<file path="src/rtl/wisc_pkg.sv">
// Shared WISC core constants and types: register file geometry and scoreboard counter width.
package wisc_pkg;

    localparam int unsigned NUM_REGS = 8;
    localparam int unsigned REG_BITS = $clog2(NUM_REGS);
    localparam int unsigned CNT_BITS = 2;
    localparam int unsigned CNT_MAX  = (1 << CNT_BITS) - 1;

    typedef logic [REG_BITS-1:0] reg_sel_t;

    // Link register targeted by JAL/JALR
    localparam reg_sel_t REG_R7 = reg_sel_t'(NUM_REGS - 1);

endpackage

</file>
<file path="src/rtl/reg_scoreboard_if.sv">
// Decode/writeback/flush signalling between the pipeline and the register scoreboard.
interface reg_scoreboard_if;

    logic                          issue_valid;
    logic                          issue_wr_en;
    wisc_pkg::reg_sel_t            issue_wr_reg;
    logic                          src1_valid;
    wisc_pkg::reg_sel_t            src1_reg;
    logic                          src2_valid;
    wisc_pkg::reg_sel_t            src2_reg;
    logic                          retire_valid;
    wisc_pkg::reg_sel_t            retire_reg;
    logic                          flush;
    logic                          stall;
    logic                          issue_ack;
    logic [wisc_pkg::NUM_REGS-1:0] busy_vec;
    logic                          err;

    modport master (
        output issue_valid, issue_wr_en, issue_wr_reg,
        output src1_valid, src1_reg, src2_valid, src2_reg,
        output retire_valid, retire_reg, flush,
        input  stall, issue_ack, busy_vec, err
    );

    modport slave (
        input  issue_valid, issue_wr_en, issue_wr_reg,
        input  src1_valid, src1_reg, src2_valid, src2_reg,
        input  retire_valid, retire_reg, flush,
        output stall, issue_ack, busy_vec, err
    );

endinterface

</file>
<file path="src/rtl/sb_counter.sv">
// Saturating-free pending-write counter for one register; clear dominates, inc+dec cancels.
module sb_counter
    import wisc_pkg::*;
(
    input  logic                clk,
    input  logic                rst,
    input  logic                clr,
    input  logic                inc,
    input  logic                dec,
    output logic [CNT_BITS-1:0] cnt,
    output logic                nz,
    output logic                at_max,
    output logic                underflow
);

    logic [CNT_BITS-1:0] cnt_q;
    logic [CNT_BITS-1:0] cnt_d;

    always_ff @(posedge clk or negedge rst) begin
        if (!rst) begin
            cnt_q <= '0;
        end else begin
            cnt_q <= cnt_d;
        end
    end

    // Overflow is prevented upstream by the full stall, so inc never wraps
    always_comb begin
        cnt_d     = cnt_q;
        underflow = 1'b0;
        if (clr) begin
            cnt_d = '0;
        end else if (inc && !dec) begin
            cnt_d = cnt_q + CNT_BITS'(1);
        end else if (dec && !inc) begin
            if (cnt_q == '0) begin
                underflow = 1'b1;
            end else begin
                cnt_d = cnt_q - CNT_BITS'(1);
            end
        end
    end

    assign cnt    = cnt_q;
    assign nz     = (cnt_q != '0);
    assign at_max = (cnt_q == CNT_BITS'(CNT_MAX));

endmodule

</file>
<file path="src/rtl/reg_scoreboard.sv">
// RAW/WAW hazard scoreboard for the WISC decode stage.
// Define REG_SCOREBOARD_RETIRE_BYPASS_EN to let a same-cycle retire clear a RAW hazard.
module reg_scoreboard
    import wisc_pkg::*;
(
    input logic             clk,
    input logic             rst,
    reg_scoreboard_if.slave sb
);

    logic [CNT_BITS-1:0] cnt     [NUM_REGS];
    logic [CNT_BITS-1:0] eff_cnt [NUM_REGS];
    logic [NUM_REGS-1:0] nz;
    logic [NUM_REGS-1:0] at_max;
    logic [NUM_REGS-1:0] underflow;
    logic [NUM_REGS-1:0] inc;
    logic [NUM_REGS-1:0] dec;

    logic hit1_c;
    logic hit2_c;
    logic full_c;
    logic stall_c;
    logic ack_c;
    logic err_q;
    logic err_d;

    for (genvar r = 0; r < NUM_REGS; r++) begin : g_reg
        assign inc[r] = ack_c & sb.issue_wr_en & (sb.issue_wr_reg == reg_sel_t'(r));
        assign dec[r] = sb.retire_valid & (sb.retire_reg == reg_sel_t'(r));

`ifdef REG_SCOREBOARD_RETIRE_BYPASS_EN
        // Register file forwards the retiring value, so its last pending write is already visible
        assign eff_cnt[r] = (dec[r] && nz[r]) ? cnt[r] - CNT_BITS'(1) : cnt[r];
`else
        assign eff_cnt[r] = cnt[r];
`endif

        sb_counter u_cnt (
            .clk       (clk),
            .rst       (rst),
            .clr       (sb.flush),
            .inc       (inc[r]),
            .dec       (dec[r]),
            .cnt       (cnt[r]),
            .nz        (nz[r]),
            .at_max    (at_max[r]),
            .underflow (underflow[r])
        );
    end

    // Full check deliberately uses the raw count, never the bypassed one
    always_comb begin
        hit1_c  = sb.src1_valid & (eff_cnt[sb.src1_reg] != '0);
        hit2_c  = sb.src2_valid & (eff_cnt[sb.src2_reg] != '0);
        full_c  = sb.issue_wr_en & at_max[sb.issue_wr_reg];
        stall_c = sb.issue_valid & ~sb.flush & (hit1_c | hit2_c | full_c);
        ack_c   = sb.issue_valid & ~sb.flush & ~stall_c;
    end

    always_comb begin
        err_d = err_q | (|underflow);
    end

    always_ff @(posedge clk or negedge rst) begin
        if (!rst) begin
            err_q <= 1'b0;
        end else begin
            err_q <= err_d;
        end
    end

    assign sb.stall     = stall_c;
    assign sb.issue_ack = ack_c;
    assign sb.busy_vec  = nz;
    assign sb.err       = err_q;

endmodule

</file>
<file path="src/flat_wrapper.sv">
// flat-port wrapper written by rule: the top's interface ports become plain ports
module reg_scoreboard_flat import wisc_pkg::*;
  (clk, rst, sb_issue_valid, sb_issue_wr_en, sb_issue_wr_reg, sb_src1_valid, sb_src1_reg, sb_src2_valid, sb_src2_reg, sb_retire_valid, sb_retire_reg, sb_flush, sb_stall, sb_issue_ack, sb_busy_vec, sb_err);
  reg_scoreboard_if sb_i ();
  input logic clk;
  input logic rst;
  input wire logic [$bits(sb_i.issue_valid)-1:0] sb_issue_valid;
  input wire logic [$bits(sb_i.issue_wr_en)-1:0] sb_issue_wr_en;
  input wire logic [$bits(sb_i.issue_wr_reg)-1:0] sb_issue_wr_reg;
  input wire logic [$bits(sb_i.src1_valid)-1:0] sb_src1_valid;
  input wire logic [$bits(sb_i.src1_reg)-1:0] sb_src1_reg;
  input wire logic [$bits(sb_i.src2_valid)-1:0] sb_src2_valid;
  input wire logic [$bits(sb_i.src2_reg)-1:0] sb_src2_reg;
  input wire logic [$bits(sb_i.retire_valid)-1:0] sb_retire_valid;
  input wire logic [$bits(sb_i.retire_reg)-1:0] sb_retire_reg;
  input wire logic [$bits(sb_i.flush)-1:0] sb_flush;
  output wire logic [$bits(sb_i.stall)-1:0] sb_stall;
  output wire logic [$bits(sb_i.issue_ack)-1:0] sb_issue_ack;
  output wire logic [$bits(sb_i.busy_vec)-1:0] sb_busy_vec;
  output wire logic [$bits(sb_i.err)-1:0] sb_err;
  assign sb_i.issue_valid = sb_issue_valid;
  assign sb_i.issue_wr_en = sb_issue_wr_en;
  assign sb_i.issue_wr_reg = sb_issue_wr_reg;
  assign sb_i.src1_valid = sb_src1_valid;
  assign sb_i.src1_reg = sb_src1_reg;
  assign sb_i.src2_valid = sb_src2_valid;
  assign sb_i.src2_reg = sb_src2_reg;
  assign sb_i.retire_valid = sb_retire_valid;
  assign sb_i.retire_reg = sb_retire_reg;
  assign sb_i.flush = sb_flush;
  assign sb_stall = sb_i.stall;
  assign sb_issue_ack = sb_i.issue_ack;
  assign sb_busy_vec = sb_i.busy_vec;
  assign sb_err = sb_i.err;
  reg_scoreboard u_core (.clk(clk), .rst(rst), .sb(sb_i));
endmodule
</file>
<file path="config.mk">
export PLATFORM = sky130hd
export DESIGN_NAME = reg_scoreboard_flat
export DESIGN_NICKNAME = d
export VERILOG_FILES = /design/src/rtl/wisc_pkg.sv /design/src/rtl/reg_scoreboard_if.sv /design/src/rtl/sb_counter.sv /design/src/rtl/reg_scoreboard.sv /design/src/flat_wrapper.sv
export SDC_FILE = /design/constraint.sdc
export NUM_CORES = 1
export LEC_CHECK = 0
export ABC_CLOCK_PERIOD_IN_PS = 2130
export CORE_MARGIN = 5
export CORE_UTILIZATION = 49
export CTS_BUF_LIST = sky130_fd_sc_hd__clkbuf_2 sky130_fd_sc_hd__clkbuf_4 sky130_fd_sc_hd__clkbuf_8
export DETAILED_ROUTE_END_ITERATION = 8
export GPL_TIMING_DRIVEN = 1
export PLACE_DENSITY = 0.77
export SLEW_MARGIN = 20
export SYNTH_ARGS = -nofsm -noshare
export SYNTH_HDL_FRONTEND = slang
export SYNTH_SLANG_ARGS = --single-unit
</file>
<file path="constraint.sdc">
create_clock -name clk -period 2.13 [get_ports clk]
set_input_delay 0.426 -clock clk [delete_from_list [all_inputs] [get_ports clk]]
set_output_delay 0.426 -clock clk [all_outputs]
set_load 0.05 [all_outputs]
</file>
# Yosys cells after proc, flatten, opt, wreduce, memory -nomap -nowiden
# Cells that the tools add are included.
op_classes:
  addsub: 16
  magnitude_cmp: 3
  n_eq_ne: 30
  mux: 72
  bitwise_logic: 30
  reduce_logical: 69
ops:
  columns: ["cell", "count"]
  rows:
  - ["2-bit two-way mux", 36]
  - ["1-bit two-way mux", 33]
  - ["3-bit equality test (second input constant)", 8]
  - ["3-bit != test (second input constant)", 8]
  - ["3-bit nonzero test", 8]
  - ["1-bit AND", 23]
  - ["2-bit nonzero test", 10]
  - ["2-bit by 1-bit adder with 2-bit output (second input constant)", 8]
  - ["2-bit equality test (second input constant)", 8]
  - ["1-bit logical AND", 16]
  - ["1-bit zero test", 16]
  - ["2-bit zero test", 8]
  - ["2-bit AND reduction", 8]
  - ["2-bit by 1-bit subtractor with 2-bit output (second input constant)", 8]
  - ["2-bit binary-select mux with 3-bit select", 2]
  - ["3-bit by 2-bit equality test with 1-bit output (second input constant)", 4]
  - ["4-bit >= comparator (second input constant)", 2]
  - ["3-bit NOT with 4-bit output", 2]
  - ["8-bit OR reduction", 1]
  - ["3-bit by 1-bit equality test with 1-bit output (second input constant)", 2]
  - ["3-bit zero test", 2]
  - ["3-bit by 4-bit less-than comparator with 1-bit output (second input constant)", 1]
  - ["1-bit binary-select mux with 3-bit select", 1]
  - ["1-bit bitwise OR", 3]
  - ["1-bit NOT", 2]
word_totals:
  reg_bits: 17
  output_inout_bits: 11
  wordCells: 229

# Depth between registers and ports, before layout
# Gate-level depths: netlist of run 1.
depth:
  word_depth: 20
  ltp_mapped: 8

# Cells and area by module
# A second synthesis of run 1 with hierarchy kept.
unflattened:
  cells_unflattened: 225
  hier_area_um2: 1840.5
by_module_without_submodules:
  columns: ["mod", "instances", "cells_per_inst", "area_per_inst_um2", "seq_area_each_um2"]
  rows:
  - ["sb_counter", 8, 19, 168.9, 50.0]
  - ["reg_scoreboard", 1, 73, 489.2, 25.0]

# Least setup slack after synthesis of run 1
# Ideal clock, no wire load.
synth_timing:
  path_kind: "input -> output"
  from: "input port sb_src2_reg[1]"
  to: "output port sb_stall"
  arrival_ps: 2045
  path_slack_ps: -341
  cell_stages: 6
  path_cell_list: "nor4b_2 -> nor4b_2 -> a22oi_4 -> and2_1 -> a21boi_0 -> nor2_1"
synth_between:
  elab_chain_len: 9
synth_lines:
  columns: ["element", "line_no", "text"]
  rows:
  - ["start: declaration", "flat_wrapper.sv:13", "input wire logic [$bits(sb_i.src2_reg)-1:0] sb_src2_reg;"]
  - ["3-bit NOT with 4-bit output (implied by the code)", "reg_scoreboard.sv:54", "hit2_c = sb.src2_valid & (eff_cnt[sb.src2_reg] != '0);"]
  - ["2-bit binary-select mux with 3-bit select", "reg_scoreboard.sv:54", null]
  - ["2-bit two-way mux (implied by the code) (2 in a row)", "reg_scoreboard.sv:54", null]
  - ["2-bit nonzero test", "reg_scoreboard.sv:54", null]
  - ["1-bit AND", "reg_scoreboard.sv:54", null]
  - ["1-bit bitwise OR (2 in a row)", "reg_scoreboard.sv:56", "stall_c = sb.issue_valid & ~sb.flush & (hit1_c | hit2_c | full_c);"]
  - ["1-bit AND", "reg_scoreboard.sv:56", null]
  - ["end: declaration", "flat_wrapper.sv:17", "output wire logic [$bits(sb_i.stall)-1:0] sb_stall;"]
# No other way between the ends. The select of a mux whose other input is x is not followed.

# Worst setup path in the final report of run 1
layout_timing:
  from: "input port sb_src1_reg[0]"
  to: "output port sb_stall"
layout_between:
  elab_chain_len: 9
layout_lines:
  columns: ["element", "line_no", "text"]
  rows:
  - ["start: declaration", "flat_wrapper.sv:11", "input wire logic [$bits(sb_i.src1_reg)-1:0] sb_src1_reg;"]
  - ["3-bit NOT with 4-bit output (implied by the code)", "reg_scoreboard.sv:53", "hit1_c = sb.src1_valid & (eff_cnt[sb.src1_reg] != '0);"]
  - ["2-bit binary-select mux with 3-bit select", "reg_scoreboard.sv:53", null]
  - ["2-bit two-way mux (implied by the code) (2 in a row)", "reg_scoreboard.sv:53", null]
  - ["2-bit nonzero test", "reg_scoreboard.sv:53", null]
  - ["1-bit AND", "reg_scoreboard.sv:53", null]
  - ["1-bit bitwise OR (2 in a row)", "reg_scoreboard.sv:56", null]
  - ["1-bit AND", "reg_scoreboard.sv:56", null]
# No other way between the ends. The select of a mux whose other input is x is not followed.

==> out/summary.txt, run 1 <==
Die Height = 67.57 µm
TritonCTS clock tree = yes
mapped cell area = 1624 µm²
post-route ant nets = 0
count leader, synth = nor2_1
gr ovfl total = 0
worst reg-to-reg path cell count = 10
DPL Wire Length = 3824 µm
clock power share = 22.3%
reg-to-reg endpoint = u_core.sb.err
hold_ws = 0.4359 ns
total number of vias = 1,854
critical-path maximum fanout = 7
Synth area leader = dfrtp_1
Sw Pwr = 280.3 µW
syn nets = 221
# IOs = 31
Int Pwr = 553.9 µW
CP peak stage delay = 0.37 ns
Critical Path RT = 1.70 ns
RSZ-0062 raised after global routing = true
PwrDens = 332.7 nW/µm²
Total Routing Usage GR = 23.35%
combinational fraction of design power = 37.7%
Slew @ Worst Pin = 0.4906 ns
Final min period = 2.463 ns
area grow syn2layout = 54.39%
Placer Congestion = 0.9008
Die X-Extent = 67.57 µm
status = finished, violations left
CTS buffer count = 3
Hold/Removal Path Class = in -> async
WS Path Type = in -> out
synth top area cells = dfrtp_1, nor2_1, nor4b_2
P_leak = 1.162 nW
synth unique cells = 47
Ys Warns = 0
Relative slew margins = 67.19%
Post-synth EDFFs = 0
Seq pwr share = 40.0%
Placed Cells = 305
num rows = 21
slowest CP cell = nor4_2
Worst R2R Setup Slack = -0.09 ns
worst path bufs/invs = 3
initial DRC count = 96
first-pass GRT wire length = 7969 µm
Hold Fails Final Rpt = 0
drt pass-1 iters = 4
Final Max Tran Viols = 0
Cell Count, Final, Fillers Out = 317
critical path arrival = 2.04 ns
Core ar. = 3284 µm²
die area = 4566 µm²
Post-synth top cells = nor2_1, dfrtp_1, nand2_1, o21ai_0
max_cap viols = 0
Root Buffer = clkbuf_4
DR vias/cell = 5.849
drt drc = 0
failing checks = negative setup slack
largest net degree at the start of global routing = 18
final setup fails = 4
routed length per instance = 16.68 µm
CP Capture Type = output pin
Nets = 292
final worst slack = -0.3325 ns
worst r2r src = u_core.g_reg[2].u_cnt.cnt[1]
n_diodes = 0
Top Family by Delay on Critical Path = simple AND/OR/NAND/NOR gates
Tcrit/Tclk final = 115.6%
Post-synth top flop = dfrtp_1
Peak VDD IR = 0.2389 mV
initial antenna violation count = 0
Yosys reg bits = 17
post-synthesis cell count = 201
clock sink count = 17
top-area cell type share of the netlist area = 26.19%
clk_skew = 0.005062 ns
htree depth = 1
Starting Density = 49.45%
hold_buf cts = 0
worst skew pair latency = 0.31 ns
clock-pin transition on the worst setup and hold timing paths = 0.11 ns
number of global-route vias before repair = 1,736
layout cells sized above 1 = 46.13%
Seq/Total Area, Yosys = 26.19%
switching share of total power = 33.60%
CTS max path bufs = 2
syn_area_per_cell = 8.080 µm²
# port buffers = 30
Max Fclk = 0.4061 GHz
Startpoint Class = primary input
DRT Wirelength = 5289 µm
Post-synth ARST share = 100.0%
critical-path cell list = clkdlybuf4s15_2 > nor4_2 > nor3_2 > a22oi_4 > and2_4 > a21boi_4 > buf_4 > nor2_4 > buf_12
==> area by class of cell <==
type,count,area [µm²]
well taps,46,57.56
inverters,7,26.28
clock buffers,3,22.52
multi-input cells,165,1296
flip-flops and latches,17,432.9
fillers,238,777.0
clock inverters,1,5.005
repair buffers,78,666.9
==> what timing repair did <==
| action | in CTS | in global routing |
|---|---|---|
| setup endpoints to repair | 19 | 11 |
| pin swaps | 13 | 7 |
| resized for setup | 33 | 19 |
| buffers inserted | 7 | 1 |
==> worst register-to-register path: stages (launching register included) <==
cell	delay [ns]
dfrtp_2	0.48
buf_4	0.18
and3b_1	0.18
a311oi_2	0.24
buf_4	0.16
buf_4	0.10
and2_4	0.14
nand3_2	0.09
a22o_1	0.25
nor4_2	0.22
o21bai_1	0.09
==> metal layers <==
layer / part of all wire [%] / wire length, µm / GRT usage, % / vias to the layer above
met1: 40 / 2126 / 29.42 / 872
met3: 7.5 / 398 / 3.661 / 15
met2: 50 / 2623 / 39.49 / 81
li1: - / - / - / 886
met5: 0 / 0 / 0 / -
met4: 2.7 / 141 / 9.367 / 0
==> worst max-delay path by stage <==
stage                         to  slack (ns)                         start  cells past startpoint
detailed placement  sb_issue_ack       -0.67                sb_src2_reg[0]                      8
global route            sb_stall       -0.39  u_core.g_reg[2].u_cnt.cnt[0]                      8
floorplan           sb_issue_ack       -0.01  u_core.g_reg[0].u_cnt.cnt[1]                      6
CTS                     sb_stall       -0.28  u_core.g_reg[2].u_cnt.cnt[1]                      8
finish                  sb_stall       -0.33                sb_src1_reg[0]                      9
global placement    sb_issue_ack       -0.64                sb_src2_reg[1]                      8
==> sequential cells by signal, summed over array words and instances, names as in the netlist <==
name	cells
u_core.g.u_cnt.cnt	16
u_core.sb.err	1
==> power groups by stage <==
stage / Sequential (mW) / Clock [mW] / Combinational, mW
global placement: 0.339 / 0 / 0.276
finish: 0.334 / 0.186 / 0.314
CTS: 0.333 / 0.181 / 0.296
detailed placement: 0.339 / 0 / 0.280
global route: 0.335 / 0.203 / 0.334
floorplan: 0.339 / 0 / 0.149
==> logic make-up after synthesis <==
kind of cell | share of synthesized area, %
AND/OR/NAND/NOR | 39.75
AO/OA/AOI/OAI | 24.27
buffers and inverters | 6.471
flip-flops | 26.19
XOR/XNOR | 2.696
multiplexers | 0.6164
==> stage by stage <==
step / utilization [%] / power (mW) / instance area (µm²) / setup WS (ns) / setup TNS, ns
after CTS: 73.45 / 0.8104 / 2412 / -0.2759 / -0.6068
after global placement: 69.45 / 0.6152 / 2281 / -0.6447 / -7.457
after floorplan: - / 0.4874 / 1689 / -0.01251 / -0.01251
after global routing: 76.34 / 0.8717 / 2507 / -0.3937 / -1.222
final: 76.34 / 0.8342 / 2507 / -0.3325 / -0.7679
after detailed placement: 69.45 / 0.6195 / 2281 / -0.6686 / -8.260
==> placed cells by master, fill, tap and decap left out, types with 7 or more instances in the layout <==
| master | synthesis | layout |
|---|---|---|
| buf_4 | 8 | 54 |
| nor2_1 | 23 | 19 |
| nand2_1 | 12 | 12 |
| clkdlybuf4s50_1 | 0 | 11 |
| dfrtp_1 | 17 | 11 |
| or2_2 | 10 | 10 |
| a21oi_1 | 10 | 10 |
| o21ai_0 | 11 | 9 |
| o21ai_1 | 6 | 8 |
| inv_1 | 7 | 7 |
(Power assumes the default switching activity.)
==> inputs of run 2 (changes only) <==
--- a/config.mk
+++ b/config.mk
@@ -10,6 +10,7 @@
 export CORE_UTILIZATION = 49
 export CTS_BUF_LIST = sky130_fd_sc_hd__clkbuf_2 sky130_fd_sc_hd__clkbuf_4 sky130_fd_sc_hd__clkbuf_8
 export DETAILED_ROUTE_END_ITERATION = 8
+export GPL_ROUTABILITY_DRIVEN = 0
 export GPL_TIMING_DRIVEN = 1
 export PLACE_DENSITY = 0.77
 export SLEW_MARGIN = 20
==> results of run 2 <==
No change in the layout: final DEF, timing and power equal those of run 1.
